## src/rtl/store_align_unit.sv

```systemverilog
// store_align_unit
// Store-path aligner between the EX/MEM register and the data SRAM write port.
// Takes SB/SH/SW requests, moves the store data onto byte lanes and builds
// active-low byte write enables. A store that crosses a word boundary goes
// out as two back-to-back word beats.
//
// Ports
//   clk, rst              clock, synchronous active-high reset
//   req_valid/req_ready   core-side handshake (ready only while idle)
//   req_funct3            000 SB, 001 SH, 010 SW, anything else is illegal
//   req_addr, req_data    byte address and rs2 value
//   mem_cs/mem_ready      write-beat handshake to the data memory
//   mem_addr              word address of the beat ([1:0] = 0)
//   mem_web               active-low byte enables, bit i = lane i
//   mem_di                lane-aligned write data
//   done, err             one-cycle completion pulse; err marks an illegal funct3

// One byte lane of the 8-lane (two-word) shifted store image.
// Lane LANE receives source byte j when off + j == LANE. Bytes outside the
// access size are zeroed so the unused lanes of mem_di are deterministic.
module store_lane #(
  parameter int LANE = 0
) (
  input  logic [1:0]  off,
  input  logic [3:0]  size_mask,
  input  logic [31:0] data,
  output logic        we,
  output logic [7:0]  byte_o
);
  always_comb begin
    we     = 1'b0;
    byte_o = 8'h00;
    for (int j = 0; j < 4; j++) begin
      if (int'(off) + j == LANE) begin
        we     = size_mask[j];
        byte_o = size_mask[j] ? data[8*j +: 8] : 8'h00;
      end
    end
  end
endmodule

module store_align_unit (
  input  logic        clk,
  input  logic        rst,
  input  logic        req_valid,
  output logic        req_ready,
  input  logic [2:0]  req_funct3,
  input  logic [31:0] req_addr,
  input  logic [31:0] req_data,
  output logic        mem_cs,
  output logic [31:0] mem_addr,
  output logic [3:0]  mem_web,
  output logic [31:0] mem_di,
  input  logic        mem_ready,
  output logic        done,
  output logic        err
);
  localparam int NUM_LANES = 8;

  typedef enum logic [1:0] {IDLE, BEAT1, BEAT2, ERR} state_t;

  typedef struct packed {
    logic [2:0]  funct3;
    logic [31:0] addr;
    logic [31:0] data;
  } store_req_t;

  state_t     state, state_nxt;
  store_req_t req_q;

  logic [3:0]                  size_mask;
  logic                        legal;
  logic [NUM_LANES-1:0]        lane_we;
  logic [NUM_LANES-1:0][7:0]   lane_byte;
  logic [31:0]                 word_addr;

  always_ff @(posedge clk) begin
    if (rst) begin
      state <= IDLE;
      req_q <= '0;
    end else begin
      state <= state_nxt;
      // Request fields are captured once; later changes on the bus are ignored.
      if (state == IDLE && req_valid)
        req_q <= '{funct3: req_funct3, addr: req_addr, data: req_data};
    end
  end

  assign legal = (req_funct3 == 3'b000) || (req_funct3 == 3'b001) ||
                 (req_funct3 == 3'b010);

  always_comb begin
    case (req_q.funct3)
      3'b000:  size_mask = 4'b0001;
      3'b001:  size_mask = 4'b0011;
      3'b010:  size_mask = 4'b1111;
      default: size_mask = 4'b0000;
    endcase
  end

  // Lanes 0..3 form the first word, lanes 4..7 the spill into the next word.
  for (genvar i = 0; i < NUM_LANES; i++) begin : g_lane
    store_lane #(.LANE(i)) u_lane (
      .off       (req_q.addr[1:0]),
      .size_mask (size_mask),
      .data      (req_q.data),
      .we        (lane_we[i]),
      .byte_o    (lane_byte[i])
    );
  end

  assign word_addr = {req_q.addr[31:2], 2'b00};

  always_comb begin
    state_nxt = state;
    req_ready = 1'b0;
    mem_cs    = 1'b0;
    mem_addr  = '0;
    mem_web   = 4'b1111;
    mem_di    = '0;
    done      = 1'b0;
    err       = 1'b0;
    case (state)
      IDLE: begin
        req_ready = 1'b1;
        if (req_valid) state_nxt = legal ? BEAT1 : ERR;
      end
      BEAT1: begin
        mem_cs   = 1'b1;
        mem_addr = word_addr;
        mem_web  = ~lane_we[3:0];
        mem_di   = lane_byte[3:0];
        if (mem_ready) begin
          if (|lane_we[7:4]) begin
            state_nxt = BEAT2;
          end else begin
            done      = 1'b1;
            state_nxt = IDLE;
          end
        end
      end
      BEAT2: begin
        mem_cs   = 1'b1;
        mem_addr = word_addr + 32'd4;   // wraps past the top of memory
        mem_web  = ~lane_we[7:4];
        mem_di   = lane_byte[7:4];
        if (mem_ready) begin
          done      = 1'b1;
          state_nxt = IDLE;
        end
      end
      ERR: begin
        done      = 1'b1;
        err       = 1'b1;
        state_nxt = IDLE;
      end
      default: state_nxt = IDLE;
    endcase
  end
endmodule

```

## config.mk

```make
export PLATFORM = sky130hd
export DESIGN_NAME = store_align_unit
export DESIGN_NICKNAME = d
export VERILOG_FILES = /design/src/rtl/store_align_unit.sv
export SDC_FILE = /design/constraint.sdc
export NUM_CORES = 1
export LEC_CHECK = 0
export BUFFER_PORTS_ARGS = -buffer_cell sky130_fd_sc_hd__buf_4
export CAP_MARGIN = 20
export CORE_ASPECT_RATIO = 0.8
export CORE_UTILIZATION = 33
export CTS_CLUSTER_SIZE = 40
export DETAILED_ROUTE_END_ITERATION = 6
export SETUP_SLACK_MARGIN = 0.2
export SYNTH_ARGS = -nofsm -noshare
export SYNTH_HDL_FRONTEND = slang
export SYNTH_HIERARCHICAL = 1
export SYNTH_SLANG_ARGS = --single-unit
```

## constraint.sdc

```tcl
create_clock -name clk -period 3.8 [get_ports clk]
set_clock_uncertainty 0.1 [all_clocks]
set_input_delay 0.38 -clock clk [delete_from_list [all_inputs] [get_ports clk]]
set_output_delay 0.38 -clock clk [all_outputs]
set_load 0.1 [all_outputs]
```

# Yosys cells after proc, flatten, opt, wreduce, memory -nomap -nowiden
# Index checks and enable logic that the tools add are counted.
word_totals:
  regBits: 69
  in_bits: 71
  out_inout_bits: 72
  wordCells: 134
classes:
  addsub: 4
  n_eq_ne: 34
  mux: 77
  bitwise_logic: 2
  reduce_logical: 13
ops:
  columns: ["op", "n"]
  rows:
  - ["32-bit by 4-bit == test with 1-bit output (second input constant)", 12]
  - ["8-bit 2-to-1 mux", 32]
  - ["32-bit by 3-bit == test with 1-bit output (second input constant)", 6]
  - ["32-bit zero test", 4]
  - ["32-bit case mux with 2 select lines", 2]
  - ["32-bit by 2-bit == test with 1-bit output (second input constant)", 3]
  - ["1-bit 2-to-1 mux", 34]
  - ["32-bit by 3-bit adder with 32-bit output (second input constant)", 1]
  - ["4-bit case mux with 3 select lines", 1]
  - ["2-bit 2-to-1 mux", 5]
  - ["2-bit == test (second input constant)", 4]
  - ["4-bit NOT", 2]
  - ["2-bit case mux with 4 select lines", 1]
  - ["4-bit case mux with 2 select lines", 1]
  - ["2-bit by 2-bit adder with 3-bit output (second input constant)", 2]
  - ["3-bit by 1-bit == test with 1-bit output (second input constant)", 2]
  - ["3-bit by 2-bit == test with 1-bit output (second input constant)", 2]
  - ["3-bit zero test", 2]
  - ["2-bit != test (second input constant)", 3]
  - ["2-bit by 1-bit == test with 1-bit output (second input constant)", 2]
  - ["4-bit OR reduction", 1]
  - ["2-bit by 1-bit adder with 3-bit output (second input constant)", 1]
  - ["1-bit case mux with 3 select lines", 1]
  - ["3-bit AND reduction", 1]
  - ["other kinds (4)", 5]

# Longest topological paths before layout
logic_depth:
  depth_word: 9
  ltp_mapped: 9
  depth_no_buf: 8

# Modules after synthesis
# Netlist, hierarchy kept.
modules_own_cells:
  columns: ["mod", "n_inst", "cells_each", "area_each_um2", "seq_area_each_um2"]
  rows:
  - ["store_align_unit", 1, 582, 3966.3, 1381.3]
  - ["store_lane at g_lane[3].u_lane", 1, 38, 279.0, 0.0]
  - ["store_lane at g_lane[2].u_lane", 1, 23, 249.0, 0.0]
  - ["store_lane at g_lane[4].u_lane", 1, 25, 227.7, 0.0]
  - ["store_lane at g_lane[1].u_lane", 1, 32, 212.7, 0.0]
  - ["store_lane at g_lane[5].u_lane", 1, 31, 163.9, 0.0]
  - ["store_lane at g_lane[0].u_lane", 1, 9, 107.6, 0.0]
  - ["store_lane at g_lane[6].u_lane", 1, 9, 77.6, 0.0]
  - ["store_lane at g_lane[7].u_lane", 1, 10, 71.3, 0.0]

# Worst setup path before layout
# Ideal clock, no wire load.
synth_path:
  path_type: "register to output"
  start: "register state[0]"
  end: "output mem_addr[14]"
  t_arrival_ns: 4.407
  slack_ns: -1.087
  stages_incl_launch_ff: 9
  path_cell_list: "dfxtp_1 inv_1 ha_1 buf_2 inv_2 nor2_1 buf_2 nand4_1 o21ai_0"
synth_via:
  elab_chain_len: 2
  word_cells_on_any_way: 3
  cone_classes: "eq/ne: 2; mux: 1"
synth_rtl:
  columns: ["item", "line_no", "rtl"]
  rows:
  - ["from (decl)", "68", "state_t state, state_nxt;"]
  - ["from (signal assigned)", "82", "state <= state_nxt;"]
  - ["2-bit == test / 2-bit by 1-bit == test with 1-bit output (equally long branches)", "123", "case (state)"]
  - ["32-bit case mux with 2 select lines *", "123", null]
  - ["to (decl)", "51", "output logic [31:0] mem_addr,"]
# Mark *: on every way between the ends. The rest lies on a longest branch, timed or not.

# Worst setup path after layout
layout_path:
  start: "register req_q[34] (netlist bit)"
  end: "output mem_addr[28]"
layout_via:
  elab_chain_len: 2
layout_rtl:
  columns: ["item", "line_no", "rtl"]
  rows:
  - ["from (decl)", "69", "store_req_t req_q;"]
  - ["from (signal assigned)", "85", "req_q <= '{funct3: req_funct3, addr: req_addr, data: req_data};"]
  - ["32-bit by 3-bit adder with 32-bit output", "144", "mem_addr = word_addr + 32'd4;"]
  - ["32-bit case mux with 2 select lines", "123", null]
# No other way between the ends.

==> impl_metrics.py <==
metrics = {
    "run_status": {
        "status": "finished, final reports clean",
    },
    "grt": {
        "grt_pass1_vias": 5017,
        "grt_max_degree": 70,
        "grt_use_total": 0.224,
        "overflow": 0,
        "grt_pass1_wl_mm": 28.5,
        "antenna_found_initial": 0,
    },
    "critical_path": {
        "crit_path_max_fanout": 14,
        "start_kind": "register",
        "required_ns": 3.32,
        "r2r_cells": 7,
        "r2r-start": "state[1]",
        "r2r_setup_slack_ns": 1.58,
        "cp_data_arrival_time_ns": 2.87,
        "crit_type": "register to output pin",
        "crit_end": "mem_addr[28]",
        "cp-startpoint": "req_q[34]",
        "cp-end-kind": "output pin",
        "r2r-end": "state[1]",
    },
    "yosys": {
        "synth_cell_type_count": 71,
        "synth.largest_area_cell": "dfxtp_1",
        "synthTopCellsByArea": "dfxtp_1 26%, nand2_1 14%, a21oi_1 7.8%",
        "syn_inst": 759,
        "post-synth-top-count-cell": "nand2_1",
        "ys_async_sr_fraction": 0,
        "ys_top_cells_by_count": "204 x nand2_1, 83 x a21oi_1, 69 x dfxtp_1, 51 x nor2_1, 37 x clkbuf_1",
        "synth_edf_count": 0,
        "ys.flop_type": "dfxtp_1",
        "synth_top_area_frac": 0.258,
        "syn-mean-instance-area_um2": 7.06,
        "ys_warn_count": 6,
        "ys_seq_area_frac": 0.258,
        "syn_area_um2": 5360,
        "synth-seq-cells": 69,
    },
    "die": {
        "ioPinCount": 143,
        "rows": 41,
        "initial_core_util": 0.339,
        "die-area_um2": 16700,
        "core_um2": 15800,
        "die_width_um": 144,
        "die_h_um": 116,
    },
    "clocking": {
        "clk_latency_ns": 0.35,
        "cts_max_path_buffers": 2,
        "clock_sinks": 69,
        "clkTransAtPathRegs_ns": 0.06,
        "clock-root-buffer": "clkbuf_16",
        "cts.htree.levels": 3,
        "cts_made_buffers": 9,
        "cts_setup_buffers": 0,
        "cts_tree": "built",
    },
    "route": {
        "drt-total-wl_mm": 18.5,
        "antenna_left": 0,
        "first_pass_iters": 4,
        "wl_per_cell_um": 17.1,
        "drtIter0Drc": 443,
        "via_per_inst": 5.38,
        "drc": 0,
        "vias": 5823,
    },
    "timing": {
        "fmax_mhz": 298,
        "worst_slack_ns": 0.447,
        "tns_ns": 0,
        "final_max_slew_viol_count": 0,
        "tightest_slew_ns": 0.756,
        "grt_setup_unrepaired": "false",
        "setup_viol": 0,
        "hold_viol": 0,
        "post-route-period-util": 0.882,
        "relSlewSlack": 0.496,
        "period_needed_ns": 3.35,
    },
    "final_layout": {
        "nets": 938,
        "drive_above_1_share": 0.310,
        "diodes": 0,
        "area_growth_pct": 30.5,
    },
    "power": {
        "powerDensity_nw_per_um2": 506,
        "ir_drop_mv": 0.290,
        "leakage_nw": 2.70,
    },
    "placed_design": {
        "pre_cts_ws_ns": 0.782,
        "hpwl_mm": 13.4,
        "gp_congestion": 0.865,
        "portBuffers": 140,
    },
    "run": {
        "maxCapViolCount": 0,
    },
    "min_path": {
        "min_path_type": "input port to register",
    },
}
[metal layers]
metal | track usage | up-vias | wire (µm)
met3 | 0.0438 | 16 | 1300
li1 | - | 2935 | -
met4 | 0.0611 | 0 | 238
met2 | 0.279 | 218 | 6980
met5 | 0 | - | 0
met1 | 0.368 | 2654 | 9960
[critical path: stages, from the launching register on]
cell     delay [ns]
dfxtp_1        0.41
ha_1           0.25
nand3_1        0.23
nor4_4         0.69
nand4_1        0.21
or3_1          0.36
o21ai_2        0.07
buf_4          0.30
[cell usage in the layout (no fill, tap or decap), types with 9 or more instances in the layout]
master	Yosys	routed
nand3_1	13	13
and4_1	16	16
buf_4	14	157
a21oi_1	83	83
o21ai_0	25	18
nor2_1	51	20
clkbuf_16	0	9
dfxtp_1	69	69
o22ai_1	11	10
inv_1	10	10
nor2_2	2	33
a22oi_1	33	33
o22ai_2	9	10
conb_1	2	11
nand4_1	14	14
a221o_1	23	23
nand2_1	204	202
[flip-flops by register name, summed over array words and instances (netlist names)]
signal,cells
req_q,67
state,2
[final cells by class]
class,count,area [µm²]
clock buffers,9,225
clock inverters,7,105
fillers,1694,8810
inverters,11,41.3
multi-input cells,614,3790
flip-flops and latches,69,1380
well taps,215,269
repair buffers,157,1180
[power by group]
part | switching [mW] | internal, mW | total [mW]
logic | 1.20 | 0.408 | 1.61
registers | 0.159 | 0.816 | 0.975
clock network | 0.366 | 0.585 | 0.951
[logic make-up after synthesis]
logic type | after synthesis | share of synthesized area
adders and majority gates | 5 | 0.0117
other | 2 | 0.00140
buffers and inverters | 85 | 0.0808
muxes | 6 | 0.0145
AOI/OAI and AO/OA | 223 | 0.283
and+or+nand+nor | 368 | 0.349
xor gates and xnor gates | 1 | 0.00164
DFF | 69 | 0.258
[metrics by stage]
step	cell area (µm²)	total power, mW	hold slack [ns]	cells	util
2_1_floorplan	5590	2.19	0.363	768	-
3_3_place_gp	6660	2.58	0.390	1066	0.421
3_5_place_dp	6660	2.59	0.393	1066	0.421
4_1_cts	6990	3.56	0.160	1082	0.442
5_1_grt	6990	3.71	0.171	1082	0.442
6_report	6990	3.54	0.172	1082	0.442
[worst min-delay path by stage]
stage            startpoint        end  slack, ns  depth (start not counted)
4_1_cts        req_addr[28]  req_q[60]       0.16                          3
2_1_floorplan     req_q[66]  req_q[66]       0.36                          2
5_1_grt        req_data[19]  req_q[19]       0.17                          3
3_3_place_gp      req_q[65]  req_q[65]       0.39                          2
3_5_place_dp      req_q[65]  req_q[65]       0.39                          2
6_report       req_data[26]  req_q[26]       0.17                          3
[timing repair]
action / in CTS / in global routing
hold buffers: 0 / 0
hold endpoints to repair: 0 / 0
setup endpoints to repair: 0 / 1
resized for setup: 0 / 1
Note: power is estimated with default switching activity, not from simulation.
